$ cat src/rtl/fp_pkg.sv
// Shared types and constants for the pipelined single-precision subtractor.
// Unpacked operands carry hidden bit + 23 fraction bits + 3 guard bits.
package fp_pkg;

  localparam int              EXP_BIAS = 127;
  localparam logic [7:0]      EXP_MAX  = 8'hFF;
  localparam int              GUARD_W  = 3;
  localparam int              ALN_W    = 1 + 23 + GUARD_W;
  // First biased exponent that no longer fits a finite single-precision value.
  localparam logic signed [9:0] EXP_OVF = 10'(2 * EXP_BIAS + 1);

  typedef struct packed {
    logic        sign;
    logic [7:0]  exp;
    logic [26:0] man;
  } fp_unpacked_t;

  typedef struct packed {
    fp_unpacked_t a;
    fp_unpacked_t b;
    logic         exc;
  } s1_pay_t;

  typedef struct packed {
    logic        sign_a;
    logic        sign_b;
    logic [7:0]  exp;
    logic [26:0] man_a;
    logic [26:0] man_b;
    logic        exc;
  } s2_pay_t;

  typedef struct packed {
    logic        sign;
    logic [7:0]  exp;
    logic [27:0] mag;
    logic        exc;
  } s3_pay_t;

  // Subnormals and zeros collapse to a signed zero with an all-zero mantissa.
  function automatic fp_unpacked_t fp_unpack(input logic [31:0] w, input logic flip);
    fp_unpacked_t u;
    u.sign = w[31] ^ flip;
    if (w[30:23] == 8'h00) begin
      u.exp = 8'h00;
      u.man = '0;
    end else begin
      u.exp = w[30:23];
      u.man = {1'b1, w[22:0], {GUARD_W{1'b0}}};
    end
    return u;
  endfunction

endpackage

$ cat src/rtl/fp_norm.sv
// Combinational normaliser: carry handling, leading-zero count, left shift,
// exponent adjust and truncation of the guard bits.
module fp_norm
  import fp_pkg::*;
(
  input  logic [7:0]        exp_i,
  input  logic [27:0]       mag_i,
  output logic signed [9:0] exp_o,
  output logic [22:0]       frac_o,
  output logic              zero_o
);

  logic [4:0] lzc;

  always_comb begin
    lzc = 5'd0;
    for (int i = 0; i < ALN_W; i++) begin
      if (mag_i[i]) lzc = 5'(ALN_W - 1 - i);
    end
  end

  // The fraction is bits [25:3] of (mag << lzc); splitting on lzc vs the guard
  // width keeps the shift inside 23 bits without a wider temporary.
  always_comb begin
    zero_o = (mag_i == '0);
    if (mag_i[27]) begin
      exp_o  = $signed({2'b00, exp_i}) + 10'sd1;
      frac_o = mag_i[26:4];
    end else begin
      exp_o = $signed({2'b00, exp_i}) - $signed({5'b00000, lzc});
      if (lzc >= 5'(GUARD_W)) frac_o = 23'(mag_i[25:0] << (lzc - 5'(GUARD_W)));
      else                    frac_o = 23'(mag_i[25:0] >> (5'(GUARD_W) - lzc));
    end
  end

endmodule

$ cat src/rtl/fp_sub_pipe.sv
// Pipelined IEEE-754 single subtractor Out = M1 - M2 with exception flag EX.
// Define FP_SUB_ADD_MODE_EN to add an op port (op=1 subtract, op=0 add).
module fp_sub_pipe
  import fp_pkg::*;
#(
  parameter int EXP_W = 8,
  parameter int MAN_W = 23
) (
  input  logic                   clk,
  input  logic                   rst,
  input  logic                   in_valid,
  output logic                   in_ready,
  input  logic [EXP_W+MAN_W:0]   M1,
  input  logic [EXP_W+MAN_W:0]   M2,
`ifdef FP_SUB_ADD_MODE_EN
  input  logic                   op,
`endif
  output logic                   out_valid,
  input  logic                   out_ready,
  output logic [EXP_W+MAN_W:0]   Out,
  output logic                   EX
);

  // Handshake: a word moves whenever valid and ready are both high at a rising
  // edge. The whole pipe advances together when the output slot is empty or
  // being taken; otherwise every stage, bubbles included, holds its contents.
  logic adv;

  logic        s0_v_q, s1_v_q, s2_v_q, s3_v_q, out_valid_q;
  logic [31:0] s0_a_q, s0_b_q;
  s1_pay_t     s1_d, s1_q;
  s2_pay_t     s2_d, s2_q;
  s3_pay_t     s3_d, s3_q;
  logic [31:0] out_d, out_q;
  logic        ex_d, ex_q;
  logic        sub_flip;

  assign adv       = !out_valid_q || out_ready;
  assign in_ready  = adv;
  assign out_valid = out_valid_q;
  assign Out       = out_q;
  assign EX        = ex_q;

`ifdef FP_SUB_ADD_MODE_EN
  logic s0_op_q;
  always_ff @(posedge clk or posedge rst) begin
    if (rst)                      s0_op_q <= 1'b0;
    else if (adv && in_valid)     s0_op_q <= op;
  end
  assign sub_flip = s0_op_q;
`else
  assign sub_flip = 1'b1;
`endif

  // S1: unpack, flush subnormals, flag inf/NaN, order by magnitude.
  fp_unpacked_t ua, ub;
  logic         swap;
  always_comb begin
    ua       = fp_unpack(s0_a_q, 1'b0);
    ub       = fp_unpack(s0_b_q, sub_flip);
    swap     = {ub.exp, ub.man} > {ua.exp, ua.man};
    s1_d.a   = swap ? ub : ua;
    s1_d.b   = swap ? ua : ub;
    s1_d.exc = (s0_a_q[30:23] == EXP_MAX) || (s0_b_q[30:23] == EXP_MAX);
  end

  // S2: align the smaller operand; bits shifted out are dropped.
  logic [7:0] exp_diff;
  always_comb begin
    exp_diff    = s1_q.a.exp - s1_q.b.exp;
    s2_d.sign_a = s1_q.a.sign;
    s2_d.sign_b = s1_q.b.sign;
    s2_d.exp    = s1_q.a.exp;
    s2_d.man_a  = s1_q.a.man;
    s2_d.man_b  = (exp_diff >= 8'(ALN_W)) ? '0 : (s1_q.b.man >> exp_diff);
    s2_d.exc    = s1_q.exc;
  end

  // S3: magnitude add or subtract; |A| >= |B| keeps the difference non-negative.
  always_comb begin
    s3_d.sign = s2_q.sign_a;
    s3_d.exp  = s2_q.exp;
    s3_d.exc  = s2_q.exc;
    if (s2_q.sign_a == s2_q.sign_b) s3_d.mag = {1'b0, s2_q.man_a} + {1'b0, s2_q.man_b};
    else                            s3_d.mag = {1'b0, s2_q.man_a} - {1'b0, s2_q.man_b};
  end

  // S4: normalise and pack; every exceptional or flushed case yields +0.
  logic signed [9:0] norm_exp;
  logic [22:0]       norm_frac;
  logic              norm_zero;

  fp_norm u_norm (
    .exp_i  (s3_q.exp),
    .mag_i  (s3_q.mag),
    .exp_o  (norm_exp),
    .frac_o (norm_frac),
    .zero_o (norm_zero)
  );

  always_comb begin
    out_d = 32'h0000_0000;
    ex_d  = 1'b0;
    if (s3_q.exc || (!norm_zero && norm_exp >= EXP_OVF)) ex_d = 1'b1;
    else if (!norm_zero && norm_exp > 10'sd0) out_d = {s3_q.sign, norm_exp[7:0], norm_frac};
  end

  always_ff @(posedge clk or posedge rst) begin
    if (rst) begin
      s0_v_q      <= 1'b0;
      s1_v_q      <= 1'b0;
      s2_v_q      <= 1'b0;
      s3_v_q      <= 1'b0;
      out_valid_q <= 1'b0;
      s0_a_q      <= '0;
      s0_b_q      <= '0;
      s1_q        <= '0;
      s2_q        <= '0;
      s3_q        <= '0;
      out_q       <= '0;
      ex_q        <= 1'b0;
    end else if (adv) begin
      s0_v_q      <= in_valid;
      if (in_valid) begin
        s0_a_q <= M1;
        s0_b_q <= M2;
      end
      s1_v_q      <= s0_v_q;
      s1_q        <= s1_d;
      s2_v_q      <= s1_v_q;
      s2_q        <= s2_d;
      s3_v_q      <= s2_v_q;
      s3_q        <= s3_d;
      out_valid_q <= s3_v_q;
      if (s3_v_q) begin
        out_q <= out_d;
        ex_q  <= ex_d;
      end
    end
  end

endmodule
$ cat config.mk
export PLATFORM = sky130hd
export DESIGN_NAME = fp_sub_pipe
export DESIGN_NICKNAME = d
export VERILOG_FILES = /design/src/rtl/fp_pkg.sv /design/src/rtl/fp_norm.sv /design/src/rtl/fp_sub_pipe.sv
export SDC_FILE = /design/constraint.sdc
export NUM_CORES = 1
export LEC_CHECK = 0
export ABC_AREA = 1
export BUFFER_PORTS_ARGS = -buffer_cell sky130_fd_sc_hd__buf_4
export CAP_MARGIN = 0
export CORE_MARGIN = 8
export CORE_UTILIZATION = 40
export CTS_CLUSTER_DIAMETER = 150
export CTS_CLUSTER_SIZE = 24
export DETAILED_ROUTE_END_ITERATION = 6
export PLACE_DENSITY = 0.53
export REMOVE_ABC_BUFFERS = 1
export SLEW_MARGIN = 30
export SYNTH_ARGS = -nofsm -noshare
export SYNTH_HDL_FRONTEND = slang
export SYNTH_SLANG_ARGS = --single-unit
$ cat constraint.sdc
create_clock -name clk -period 18.6 [get_ports clk]
set_input_delay 3.72 -clock clk [delete_from_list [all_inputs] [get_ports clk]]
set_output_delay 3.72 -clock clk [all_outputs]
set_load 0.1 [all_outputs]
---- Yosys cells after proc, flatten, opt, wreduce, memory -nomap -nowiden ----
Cells that the tools add are included.
storage, ports and cells
  register bits ........................... 278
  input port bits ......................... 68
  output and inout port bits .............. 35
  logic and storage cells ................. 96
operators by class
  add/sub/neg operators ................... 7
  order comparisons ....................... 5
  equality and inequality tests ........... 3
  shift-type cells ........................ 3
  mux-type cells .......................... 39
  bitwise operators ....................... 1
  reduce and logical (&&, ||, !) cells .... 12
operators with widths
  cell                                                            count
  2-to-1 mux 5 bit                                                27
  2-to-1 mux 36 bit                                               2
  2-to-1 mux 35 bit                                               2
  2-to-1 mux 32 bit                                               2
  2-to-1 mux 23 bit                                               2
  greater-than comparator 35 bit                                  1
  adder 27 x 27 -> 28 bit                                         1
  logical NOT 28 bit                                              1
  2-to-1 mux 28 bit                                               1
  subtractor 27 x 27 -> 28 bit                                    1
  2-to-1 mux 27 bit                                               1
  right shift 27 x 8 -> 27 bit                                    1
  << shifter 26 x 5 -> 23 bit                                     1
  right shift 26 x 5 -> 23 bit                                    1
  == test 8 bit, second input constant                            2
  logical NOT 8 bit                                               2
  >= comparator 10 x 9 -> 1 bit, second input constant            1
  greater-than comparator 10 x 1 -> 1 bit, second input constant  1
  2-to-1 mux 10 bit                                               1
  adder 8 x 1 -> 9 bit, second input constant                     1
  subtractor 8 x 5 -> 9 bit                                       1
  >= comparator 8 x 5 -> 1 bit, second input constant             1
  subtractor 8 bit                                                1
  >= comparator 5 x 2 -> 1 bit, second input constant             1
  other kinds (9)                                                 14

---- Depth between registers and ports, before layout ----
  depth after elaboration ................. 33
  gate-level depth with buffers ........... 45
  gate-level depth less buffers ........... 42

---- Modules after synthesis ----
A second synthesis with hierarchy kept.
second synthesis, totals
  cell total of the unflattened synthesis .. 2708
  area, all modules ....................... 18864.3 um^2
by module, submodules not included
  module       times used  cells an instance  area an instance (um^2)  sequential area each (um^2)
  fp_sub_pipe  1           1986               15376.0                  6731.5
  fp_norm      1           722                3488.3                   0.0

---- Worst setup path after synthesis ----
No wires, ideal clock.
  path kind ............................... input-to-output
  start ................................... input port out_ready
  end ..................................... output port in_ready
  arrival time ............................ 5.216 ns
  required time ........................... 14.880 ns
  path slack .............................. 9.664 ns
  stages on the path ...................... 4
  buffers on the path ..................... 2
  cells stage by stage .................... nor2_1 > inv_1 > clkbuf_1 > clkbuf_1
between the ends
  cells in the longest elaborated chain, start to end .. 1
RTL lines
  what              line               text
  from (decl)       fp_sub_pipe.sv:19  input logic out_ready,
  logical OR 1 bit  fp_sub_pipe.sv:38  assign adv = !out_valid_q || out_ready;
  to (decl)         fp_sub_pipe.sv:12  output logic in_ready,
No other way between the ends.

---- Worst setup path in the final report ----
Ends and elaborated chain as after synthesis.

==> out/metrics.cfg <==
[timing]
relSlewSlack_pct = 39.9
finClkSkew_ns = 0.0187
report.final.setup_viol = 0
rsz0062_at_grt = no
hold_viol = 0
setup_total_negative_slack_ns = 0
finalCritPeriodShare_pct = 46.5
drv_slew = 0
slew_of_the_pin_with_the_lowest_slew_margin_ns = 0.902
fmaxAchievable_ghz = 0.116
min_period_ns = 8.65

[logic_synthesis]
synthesis.area_per_instance_sq_um = 7.27
netlist_area_sq_um = 17700
synth_cells = 2440
synth_enable_flop_cells = 0
yosys.cell_types.count = 55
synth-seq-area-share_pct = 37.9
proportion_of_register_bits_with_asynchronous_set_or_reset_after_synthesis_pct = 100
synth_seq_cells = 269
ys.flop_type = dfrtp_1
yosys_warnings = 0

[clock_network]
cts.sinks = 269
tritoncts_clock_tree = yes
post-cts-setup-buffer-count = 0
clk_pin_slew_ns = 0.09
cts-buffers-inserted = 15
max-clock-path-buffers = 3
cts_hold_buffers = 0
clk_root_buffer_cell = clkbuf_16
clock_tree.htree_level_count = 1
post_cts_sizing_count = 0
insertion_delay_ns = 0.52

[die]
pin_count = 103
chipHeight_um = 227
die_w_um = 227
rows = 77
coreArea_sq_um = 44000
dieArea_sq_um = 51300
start_util_pct = 40.3

[drt]
route.detailed.vias_per_inst = 5.36
wirelength_um = 54800
detail_route.wl_per_cell_um = 18.1
drtIter0Drc = 910
detailed_routing_iteration_count_for_the_pre_antenna_repair_pass = 5
final_antenna_violating_net_count = 0
vias = 16239
drc = 0

[critical_path]
start_kind = primary input
crit_path_end_kind = primary output
crit_path_kind = primary input to primary output
max_stage_delay_ns = 0.66
crit_path_frequent_cell = buf_4
cp_cell_instances = buf_4 > nor2_4 > inv_6 > buf_4
rrSetupSlack_ns = 13.17
timing.critical_path.fanout_max = 36
endpoint = in_ready
crit_path_start = out_ready
reg2reg_from = s3_q[6]
cp_data_required_time_ns = 14.88
timing.rr.end = Out[12]
cp_slowest_cell = nor2_4
critical_path_at_ns = 4.93
worstRegToRegCells = 37

[global_routing]
first_pass_grt_wire_length_um = 88400
grt_pass1_vias = 16043
global_route.overflow_total = 0
grt.total_usage_pct = 21.3
number_of_antenna_violations_at_the_first_check_in_global_routing = 0
grt_max_degree = 200

[final_layout]
antenna_cells = 0
final_layout_size_suffix_gt1_share_pct = 9.68
final.fill_count = 4693
flow.area_growth_from_synthesis_pct = 8.61
layout.nets = 2583

[job]
maxCapViolCount = 0

[place]
port-buffer-count = 102
dpl.hpwl_um = 40600
gpl.final_weighted_congestion = 0.932

[outcome]
run_status = complete, no violations

[worst_hold_path]
hold_class = flop to flop
worst_hold_path.num_cells = 2

[registers in the layout (all words and copies together), names as in the netlist]
signal,count
s0_b_q,32
out_valid,1
s2_q,62
s0_v_q,1
Out,32
s0_a_q,32
s1_q,67
s3_q,38
s3_v_q,1
s1_v_q,1
s2_v_q,1
EX,1
[metal layers]
| metal | vias to the layer above | GRT usage, % | share of wire [%] |
|---|---|---|---|
| li1 | 8183 | - | - |
| met1 | 7680 | 27.5 | 45 |
| met2 | 302 | 37.4 | 49 |
| met3 | 74 | 1.76 | 2.8 |
| met4 | 0 | 6.98 | 3.1 |
| met5 | - | 0 | 0 |
[critical path: cells and delay by family]
kind / cells / cell delay (ns)
simple gates: 1 / 0.66
buf+inv: 3 / 0.51
[metrics by stage]
step,cells,hold slack [ns],util [%],worst slack [ns],instance area [sq um]
after floorplan,2304,0.432,-,3.05,17200
after CTS,3031,0.477,43.7,9.94,19300
after detailed placement,3014,0.453,42.8,9.95,18900
after global routing,3031,0.492,43.8,9.86,19300
after global placement,3014,0.454,42.8,9.98,18900
final,3031,0.471,43.8,9.95,19300
[synth_stat cells, types with 2 or more instances]
cell type | number | area [sq um]
o21ai_1 | 28 | 140
and2_4 | 2 | 17.5
inv_1 | 185 | 694
mux2_2 | 25 | 282
inv_2 | 12 | 45.0
o21a_1 | 20 | 150
buf_6 | 4 | 45.0
nand2_2 | 5 | 31.3
nand3_1 | 300 | 1500
clkinv_1 | 9 | 33.8
a211oi_1 | 5 | 37.5
mux2i_1 | 6 | 60.1
nor3_2 | 2 | 20.0
a21oi_1 | 156 | 781
nand2_1 | 604 | 2270
xnor2_1 | 12 | 105
nor2_4 | 2 | 22.5
buf_1 | 16 | 60.1
nor2_1 | 170 | 638
xor2_1 | 34 | 298
nor3_1 | 22 | 110
o21ai_0 | 193 | 966
o31ai_1 | 4 | 30.0
o221ai_1 | 25 | 219
nand3_2 | 3 | 30.0
o21ai_2 | 10 | 87.6
nand2_4 | 4 | 45.0
a31oi_1 | 29 | 181
nor4_1 | 14 | 87.6
o21bai_1 | 2 | 15.0
a32o_1 | 6 | 60.1
buf_2 | 8 | 40.0
or2_2 | 18 | 113
dfrtp_1 | 269 | 6730
fa_1 | 3 | 60.1
nand4_1 | 15 | 93.8
o211ai_1 | 11 | 82.6
ha_1 | 73 | 913
clkbuf_1 | 107 | 402
o22ai_1 | 12 | 75.1
[layout by cell type, fill, tap and decap left out, types with 14 or more instances in the layout]
cell,Yosys,layout
nor2_1,170,169
nand3_1,300,300
ha_1,73,73
nor3_1,22,22
nand2_1,604,601
o21a_1,20,20
o21ai_1,28,28
xor2_1,34,34
nor4_1,14,14
o21ai_0,193,193
nand4_1,15,15
mux2_2,25,25
dfrtp_1,269,269
a31oi_1,29,29
or2_2,18,18
clkbuf_16,0,15
o221ai_1,25,25
buf_4,1,116
inv_1,185,182
a21oi_1,156,156
inv_2,12,14
[worst min-delay path by stage]
stage,startpoint,end
finish,s1_q[54],s2_q[45]
global route,s1_q[54],s2_q[45]
CTS,s1_q[44],s2_q[35]
detailed placement,s1_q[54],s2_q[45]
global placement,s1_q[54],s2_q[45]
floorplan,s3_v_q,out_valid
[kinds of logic (layout without fill, tap and decap cells)]
family                     count (synthesis)  after routing  share of synthesized area, %
adders and majority gates                 76             76                          5.49
buffers and inverters                    342            341                          7.48
AOI/OAI and AO/OA                        508            508                          16.4
DFF                                      269            269                          37.9
xor gates and xnor gates                  47             47                          2.36
and+or+nand+nor                         1167           1167                          28.4
muxes                                     31             31                          1.93
[cell type report]
type	instances	area (sq um)	share of cell area, %
inverters	206	786	4.08
flip-flops and latches	269	6730	34.9
repair buffers	118	902	4.68
multi-input cells	1829	9710	50.4
well taps	592	741	3.84
clock inverters	2	22.5	0.117
clock buffers	15	375	1.95
Power is left out: the tool's default activity adds up to more than one toggle a clock period on the data nets, which glitch-free logic cannot reach.
